===== src/rtl/pass_monitor.sv =====
// pass_monitor: qualifies the core's passed flag over a timed run and reports a registered verdict
module pass_monitor #(
  parameter int CNT_W          = 32,
  parameter int TIMEOUT        = 1000,
  parameter int CONFIRM_CYCLES = 4
) (
  input  logic             clk,
  input  logic             reset,
  input  logic             start,
  input  logic             abort,
  input  logic             passed,
  output logic             busy,
  output logic             done,
  output logic             pass,
  output logic             fail,
  output logic             timeout,
  output logic [CNT_W-1:0] cycles,
  output logic [7:0]       glitches
);
  localparam int CW = $clog2(CONFIRM_CYCLES + 1);
  typedef enum logic [2:0] {IDLE, RUN, CONFIRM, PASS, FAIL} state_t;
  state_t           state, state_n;
  logic [CW-1:0]    cnt, cnt_n;
  logic [CNT_W-1:0] cycles_n;
  logic [7:0]       glitches_n;
  logic             pass_n, fail_n, timeout_n;
  logic             run, hit, expire;
  always_comb begin
    run        = state == RUN || state == CONFIRM;
    hit        = passed && (state == RUN ? CONFIRM_CYCLES == 1 : cnt + CW'(1) == CW'(CONFIRM_CYCLES));
    expire     = cycles == CNT_W'(TIMEOUT - 1);
    state_n    = state;
    cnt_n      = cnt;
    cycles_n   = cycles;
    glitches_n = glitches;
    pass_n     = pass;
    fail_n     = fail;
    timeout_n  = timeout;
    if (run) begin
      cycles_n = cycles + CNT_W'(1);
      if (abort) begin
        state_n = FAIL;
        fail_n  = 1'b1;
      end else if (hit) begin
        state_n = PASS;
        pass_n  = 1'b1;
      end else begin
        // cnt is always 0 in RUN, so a first high sample lands at 1
        if (passed) begin
          state_n = CONFIRM;
          cnt_n   = cnt + CW'(1);
        end else begin
          state_n    = RUN;
          cnt_n      = '0;
          glitches_n = (state == CONFIRM && glitches != 8'hff) ? glitches + 8'd1 : glitches;
        end
        if (expire) begin
          state_n   = FAIL;
          fail_n    = 1'b1;
          timeout_n = 1'b1;
        end
      end
    end else if (start) begin
      state_n    = RUN;
      cnt_n      = '0;
      cycles_n   = '0;
      glitches_n = '0;
      pass_n     = 1'b0;
      fail_n     = 1'b0;
      timeout_n  = 1'b0;
    end
  end
  always_ff @(posedge clk or negedge reset)
    if (!reset) begin
      state    <= IDLE;
      cnt      <= '0;
      cycles   <= '0;
      glitches <= '0;
      pass     <= 1'b0;
      fail     <= 1'b0;
      timeout  <= 1'b0;
      busy     <= 1'b0;
      done     <= 1'b0;
    end else begin
      state    <= state_n;
      cnt      <= cnt_n;
      cycles   <= cycles_n;
      glitches <= glitches_n;
      pass     <= pass_n;
      fail     <= fail_n;
      timeout  <= timeout_n;
      busy     <= state_n == RUN || state_n == CONFIRM;
      done     <= state_n == PASS || state_n == FAIL;
    end
endmodule


===== config.mk =====
export PLATFORM = sky130hd
export DESIGN_NAME = pass_monitor
export DESIGN_NICKNAME = d
export VERILOG_FILES = /design/src/rtl/pass_monitor.sv
export SDC_FILE = /design/constraint.sdc
export NUM_CORES = 1
export LEC_CHECK = 0
export CAP_MARGIN = 20
export CORE_MARGIN = 2
export CORE_UTILIZATION = 54
export CTS_BUF_LIST = sky130_fd_sc_hd__clkbuf_2 sky130_fd_sc_hd__clkbuf_4 sky130_fd_sc_hd__clkbuf_8
export DETAILED_ROUTE_END_ITERATION = 10
export GPL_TIMING_DRIVEN = 0
export PLACE_DENSITY = 0.88
export SLEW_MARGIN = 10
export SYNTH_ARGS = -nofsm -noshare
export SYNTH_HDL_FRONTEND = slang
export SYNTH_SLANG_ARGS = --single-unit

===== constraint.sdc =====
create_clock -name clk -period 2.5 [get_ports clk]
set_clock_uncertainty 0.15 [all_clocks]
set_input_delay 0.25 -clock clk [delete_from_list [all_inputs] [get_ports clk]]
set_output_delay 0.25 -clock clk [all_outputs]
set_load 0.005 [all_outputs]

Yosys cells after proc, flatten, opt, wreduce, memory -nomap -nowiden
Index checks and enable logic that the tools add are counted.

operators by class
  equal/unequal tests = 17
  mux-type cells = 30
  reduce and logical (&&, ||, !) cells = 11
  add/subtract/negate cells = 3

operators by type and width
  cell                                                    count
  two-way mux 32 bit                                      2
  two-way mux 8 bit                                       6
  adder 32 x 1 -> 32 bit (second input constant)          1
  equality test 32 x 10 -> 1 bit (second input constant)  1
  two-way mux 3 bit                                       10
  two-way mux 1 bit                                       11
  equality test 3 x 2 -> 1 bit (second input constant)    3
  AND reduction 3 bit                                     3
  adder 8 x 1 -> 8 bit (second input constant)            1
  != test 8 bit (second input constant)                   1
  equality test 3 x 1 -> 1 bit (second input constant)    2
  equality test 3 bit (second input constant)             2
  != test 2 x 1 -> 1 bit (second input constant)          3
  != test 2 bit (second input constant)                   3
  AND reduction 5 bit                                     1
  AND reduction 4 bit                                     1
  adder 3 x 1 -> 3 bit (second input constant)            1
  logical OR 1 bit                                        3
  != test 3 x 2 -> 1 bit (second input constant)          1
  != test 3 bit (second input constant)                   1
  logical AND 1 bit                                       2
  two-way mux 2 bit                                       1
  nonzero test 2 bit                                      1

word-level totals
  flip-flop bits (word level) = 51
  output and inout bits = 45
  logic and storage cells = 70
  input bits = 5

Longest topological paths before layout
Gate-level depths: netlist (run 1).

  word-level depth = 9
  gate-level depth with buffers = 9
  gate-level depth less buffers = 8

Worst setup path after synthesis (run 1)
OpenSTA, ideal clock, no wires.

  kind = reg2reg
  start = reg glitches[0]
  end = reg glitches[7]
  buffers on the path = 0
  library setup time = 0.078 ns
  stages on the path, launching flop included = 8
  path slack = 0.443 ns
  data arrival time = 1.829 ns
  period minus slack after synthesis = 2.057 ns
  required time = 2.272 ns
  cell sequence = dfrtp_1 > ha_1 > nor4bb_1 > and4_1 > a211oi_2 > nand2_1 > or3_1 > a21oi_1

on the way
  cells in the longest elaborated chain, start to end = 6
  elaborated cells on any way between the ends = 10
  those cells by class = 1 x add/sub; 2 x eq/ne; 5 x mux; 2 x reduce/logical

RTL lines
  item                    RTL line  RTL
  start, declared         18        output logic [7:0] glitches
  start signal, assigned  88        glitches <= glitches_n;
  adder 8 x 1 -> 8 bit    55        glitches_n = (state == CONFIRM && glitches != 8'hff) ? glitches + 8'd1 : glitches;
  two-way mux 8 bit       55
  two-way mux 8 bit       49        if (passed) begin
  two-way mux 8 bit       44        end else if (hit) begin
  two-way mux 8 bit       41        if (abort) begin
  two-way mux 8 bit       39        if (run) begin

Several ways; a longest one is shown, not always the timed one. The select of a mux whose other input is x is not followed.
A chain may end at the register's enable or synchronous reset.

Worst setup path after layout (run 1)
  start = reg cycles[3]
  end = reg done

on the way
  cells in the longest elaborated chain, start to end = 7
  elaborated cells on any way between the ends = 8
  those cells by class = 3 x eq/ne; 4 x mux; 1 x reduce/logical

RTL lines
  item                                                                        RTL line  RTL
  start, declared                                                             17        output logic [CNT_W-1:0] cycles,
  start signal, assigned                                                      87        cycles <= cycles_n;
  equality test 32 x 10 -> 1 bit (*)                                          31        expire = cycles == CNT_W'(TIMEOUT - 1);
  two-way mux 3 bit (*)                                                       57        if (expire) begin
  two-way mux 3 bit (*)                                                       44
  two-way mux 3 bit (*)                                                       41
  two-way mux 3 bit (*)                                                       39
  net state_n[2]                                                              22        state_t state, state_n;
  equality test 3 x 2 -> 1 bit / equality test 3 bit (equally long branches)  93        done <= state_n == PASS || state_n == FAIL;
  logical OR 1 bit (*)                                                        93
  end signal, assigned                                                        83        done <= 1'b0;
  end signal, assigned                                                        93
  end, declared                                                               13        output logic done,

Mark *: on every way through the listed nets, which the timed path passes. The rest lies on a longest branch.

==> results.sh, run 1 <==
export IMPL_clock_latency_ps=310
export IMPL_grt_max_degree=32
export IMPL_synth_nets=286
export IMPL_antenna_found_initial=0
export IMPL_synth_top_area_frac=0.478
export IMPL_syn_inst=277
export IMPL_critPathRequiredTime_ps=2580
export IMPL_wire_per_inst_um=15.7
export IMPL_drt_first_iter_violations=270
export IMPL_synth_common_cells="dfrtp_1 (51), nand2_1 (43), nand3_1 (28), o21ai_0 (25), nor2_1 (16)"
export IMPL_grt_pass1_vias=2125
export IMPL_comb_power_share=0.412
export IMPL_slew_headroom=0.629
export IMPL_drv_slew=0
export IMPL_htreeDepth=2
export IMPL_synth_seq_area_share=0.478
export IMPL_powerDensity_mw_per_mm2=758
export IMPL_min_period_ps=2350
export IMPL_via_count=2364
export IMPL_ys_top_cells_by_area="dfrtp_1 (48%), nand2_1 (6.1%), nand3_1 (5.3%)"
export IMPL_p_sw_frac=0.377
export IMPL_pwr_share_seq=0.387
export IMPL_ios=50
export IMPL_antenna_left=0
export IMPL_cts_tree="built"
export IMPL_period_share=0.939
export IMPL_setup_violations=0
export IMPL_p_int_w=0.00161
export IMPL_max_freq_mhz=426
export IMPL_place_inst=394
export IMPL_die_x_um=74.3
export IMPL_finalInstanceArea_mm2=0.00341
export IMPL_netSwitchingPower_w=0.000976
export IMPL_synth_edf_count=0
export IMPL_wirelength_um=6320
export IMPL_cp_arrival_ps=2430
export IMPL_cts_inserted_buffers=5
export IMPL_worst_ir_drop_vdd_v=0.000391
export IMPL_syn_cell_area_mm2=0.00267
export IMPL_diodes=0
export IMPL_critPathKind="register to register"
export IMPL_placed_area_mm2=0.00326
export IMPL_critical_path_endpoint_type="register"
export IMPL_drc=0
export IMPL_die_area_mm2=0.00552
export IMPL_ys_flop_type="dfrtp_1"
export IMPL_initial_utilization=0.561
export IMPL_synth_seq_cells=51
export IMPL_holdWs_ps=271
export IMPL_grt_pass1_wl_um=10200
export IMPL_port_buffers=49
export IMPL_p_leak_nw=1.44
export IMPL_cts_sinks=51
export IMPL_start_kind="register"
export IMPL_die_h_um=74.3
export IMPL_fill_cells=353
export IMPL_firstDrtPassIters=4
export IMPL_dp_final_hpwl_um=4420
export IMPL_hold_viol=0
export IMPL_max_cap_viol_count=0
export IMPL_syn_avg_cell_area_um2=9.63
export IMPL_async_flop_share=1.00
export IMPL_fin_cells=403
export IMPL_area_delta_synth_final_pct=27.8
export IMPL_final_util=0.717
export IMPL_drive_above_1_share=0.0863
export IMPL_num_rows=25
export IMPL_multiInputGateArea_mm2=0.00135
export IMPL_ys_warn_count=0
export IMPL_grt_util_all_layers=0.239
export IMPL_synth_top_area_cell="dfrtp_1"
export IMPL_hold_class="primary input to asynchronous set/reset pin"
export IMPL_clk_pin_slew_ps=90
export IMPL_tightest_slew_ps=555
export IMPL_grt_overflow_total=0
export IMPL_path_max_fanout=8
export IMPL_seq_area_mm2=0.00128
export IMPL_nNetsFinal=344
export IMPL_rsz0062_at_grt="false"
export IMPL_clockBufferDepth=2
export IMPL_p_clk_frac=0.201
export IMPL_root_buffer="clkbuf_8"
export IMPL_yosys_cell_count_top_type="dfrtp_1"
export IMPL_gp_congestion=0.815
export IMPL_outcome="finished clean"
export IMPL_core_area_mm2=0.00475
export IMPL_vias_per_cell=5.87
export IMPL_synth_distinct_cells=44
[cells by family after synthesis]
family | share of synthesized area
and+or+nand+nor | 0.278
xor gates and xnor gates | 0.0366
buffers and inverters | 0.0310
DFF | 0.478
adders and majority gates | 0.0188
muxes | 0.0375
AOI/OAI and AO/OA | 0.120
[state kept, by name (all words and copies together) (netlist names)]
signal / flops
fail: 1
done: 1
timeout: 1
state: 3
busy: 1
glitches: 8
cnt: 3
pass: 1
cycles: 32
[routing by layer]
layer / track usage / up-vias / wire, µm
met5: 0 / - / 0
met4: 0.0853 / 0 / 114
met3: 0.0312 / 11 / 348
met2: 0.401 / 87 / 3150
met1: 0.322 / 1149 / 2710
li1: - / 1117 / -
[critical path, cell delays in order, from the launching register on]
cell	delay (ps)
dfrtp_1	500
nor4_2	380
nand3_1	230
nor4b_2	330
o21ai_0	160
o21ai_0	260
mux2i_1	250
[worst paths after layout]
path                            cells after the start          end  slack (ps)       from
worst max-delay path                                6         done         150  cycles[3]
min in group clk                                    2      timeout         360    timeout
max in group asynchronous                           3   cycles[26]        1410      reset
worst min register to register                      2      timeout         360    timeout
worst min-delay path                                2  glitches[1]         270      reset
worst max register to register                      6         done         150  cycles[3]
[power by group through the flow]
stage / clock, W / sequential, W / combinational [W]
6_report: 0.000520 / 0.00100 / 0.00106
4_1_cts: 0.000526 / 0.000997 / 0.00102
3_3_place_gp: 0 / 0.00101 / 0.000954
5_1_grt: 0.000559 / 0.00101 / 0.00116
2_1_floorplan: 0 / 0.000999 / 0.000696
3_5_place_dp: 0 / 0.00101 / 0.00100
[metrics by stage]
step | total power (W) | setup TNS [ps] | setup slack, ps
final | 0.00259 | 0 | 151
after global routing | 0.00273 | 0 | 24.3
after CTS | 0.00254 | 0 | 109
after detailed placement | 0.00201 | 0 | 26.7
after global placement | 0.00196 | -20640 | -407
after floorplan | 0.00170 | 0 | 443
[cell type report]
type                            instances  share of cell area
Clock inverter                          1             0.00220
Clock buffer                            7              0.0283
Timing Repair Buffer                   51               0.151
Sequential cell                        51               0.374
Multi-Input combinational cell        211               0.395
Buffer                                 10              0.0187
Inverter                                5             0.00551
Tap cell                               67              0.0246
[repair_timing]
action	4_1_cts	5_1_grt
pin swaps	0	0
endpoints found under the hold margin	20	0
hold buffers	1	0
setup buffers	0	0
resized for setup	1	5
endpoints found under the setup margin	1	4
[layout by cell type, fill, tap and decap left out, types with 2 or more instances in the layout]
master / synthesis / final
nor4_1: 5 / 4
and4_1: 9 / 9
inv_1: 5 / 5
nor2b_1: 2 / 2
dfrtp_1: 51 / 51
a21oi_1: 7 / 7
nand3b_1: 2 / 2
or3_1: 3 / 3
nor3_1: 2 / 2
and2_1: 4 / 4
o21ai_0: 25 / 25
mux2i_1: 10 / 10
and3_1: 4 / 4
o211ai_1: 6 / 6
nand3_1: 28 / 28
clkdlybuf4s50_1: 0 / 48
buf_6: 3 / 3
ha_1: 4 / 4
a21o_1: 2 / 2
nor2_1: 16 / 16
xnor2_1: 2 / 2
clkbuf_8: 0 / 7
nand2_1: 43 / 43
buf_2: 3 / 4
clkbuf_1: 4 / 4
o31ai_1: 5 / 5
xor2_1: 6 / 6
nand4_1: 6 / 6
(Power assumes the default switching activity.)
==> inputs of run 2 (changes only) <==
==> constraint.sdc (replaced) <==
create_clock -name clk -period 2.5 [get_ports clk]
set_clock_uncertainty 0.15 [all_clocks]
set_input_delay 0.375 -clock clk [delete_from_list [all_inputs] [get_ports clk]]
set_output_delay 0.375 -clock clk [all_outputs]
set_load 0.005 [all_outputs]
==> results of run 2 <==
The final DEF is identical to that of run 1. Status: finished clean.
Main changes from that run: setup slack after placement 26.7 ps -> -67.2 ps; hold slack 271 ps -> 357 ps
==> inputs of run 3 (changes only) <==
--- a/config.mk
+++ b/config.mk
@@ -12,7 +12,6 @@
 export DETAILED_ROUTE_END_ITERATION = 10
 export GPL_TIMING_DRIVEN = 0
 export PLACE_DENSITY = 0.88
-export SLEW_MARGIN = 10
 export SYNTH_ARGS = -nofsm -noshare
 export SYNTH_HDL_FRONTEND = slang
 export SYNTH_SLANG_ARGS = --single-unit
==> results of run 3 <==
The final DEF is identical to that of run 1. Status: finished clean.
Main changes from that run: setup slack after placement 26.7 ps -> -67.2 ps; hold slack 271 ps -> 357 ps
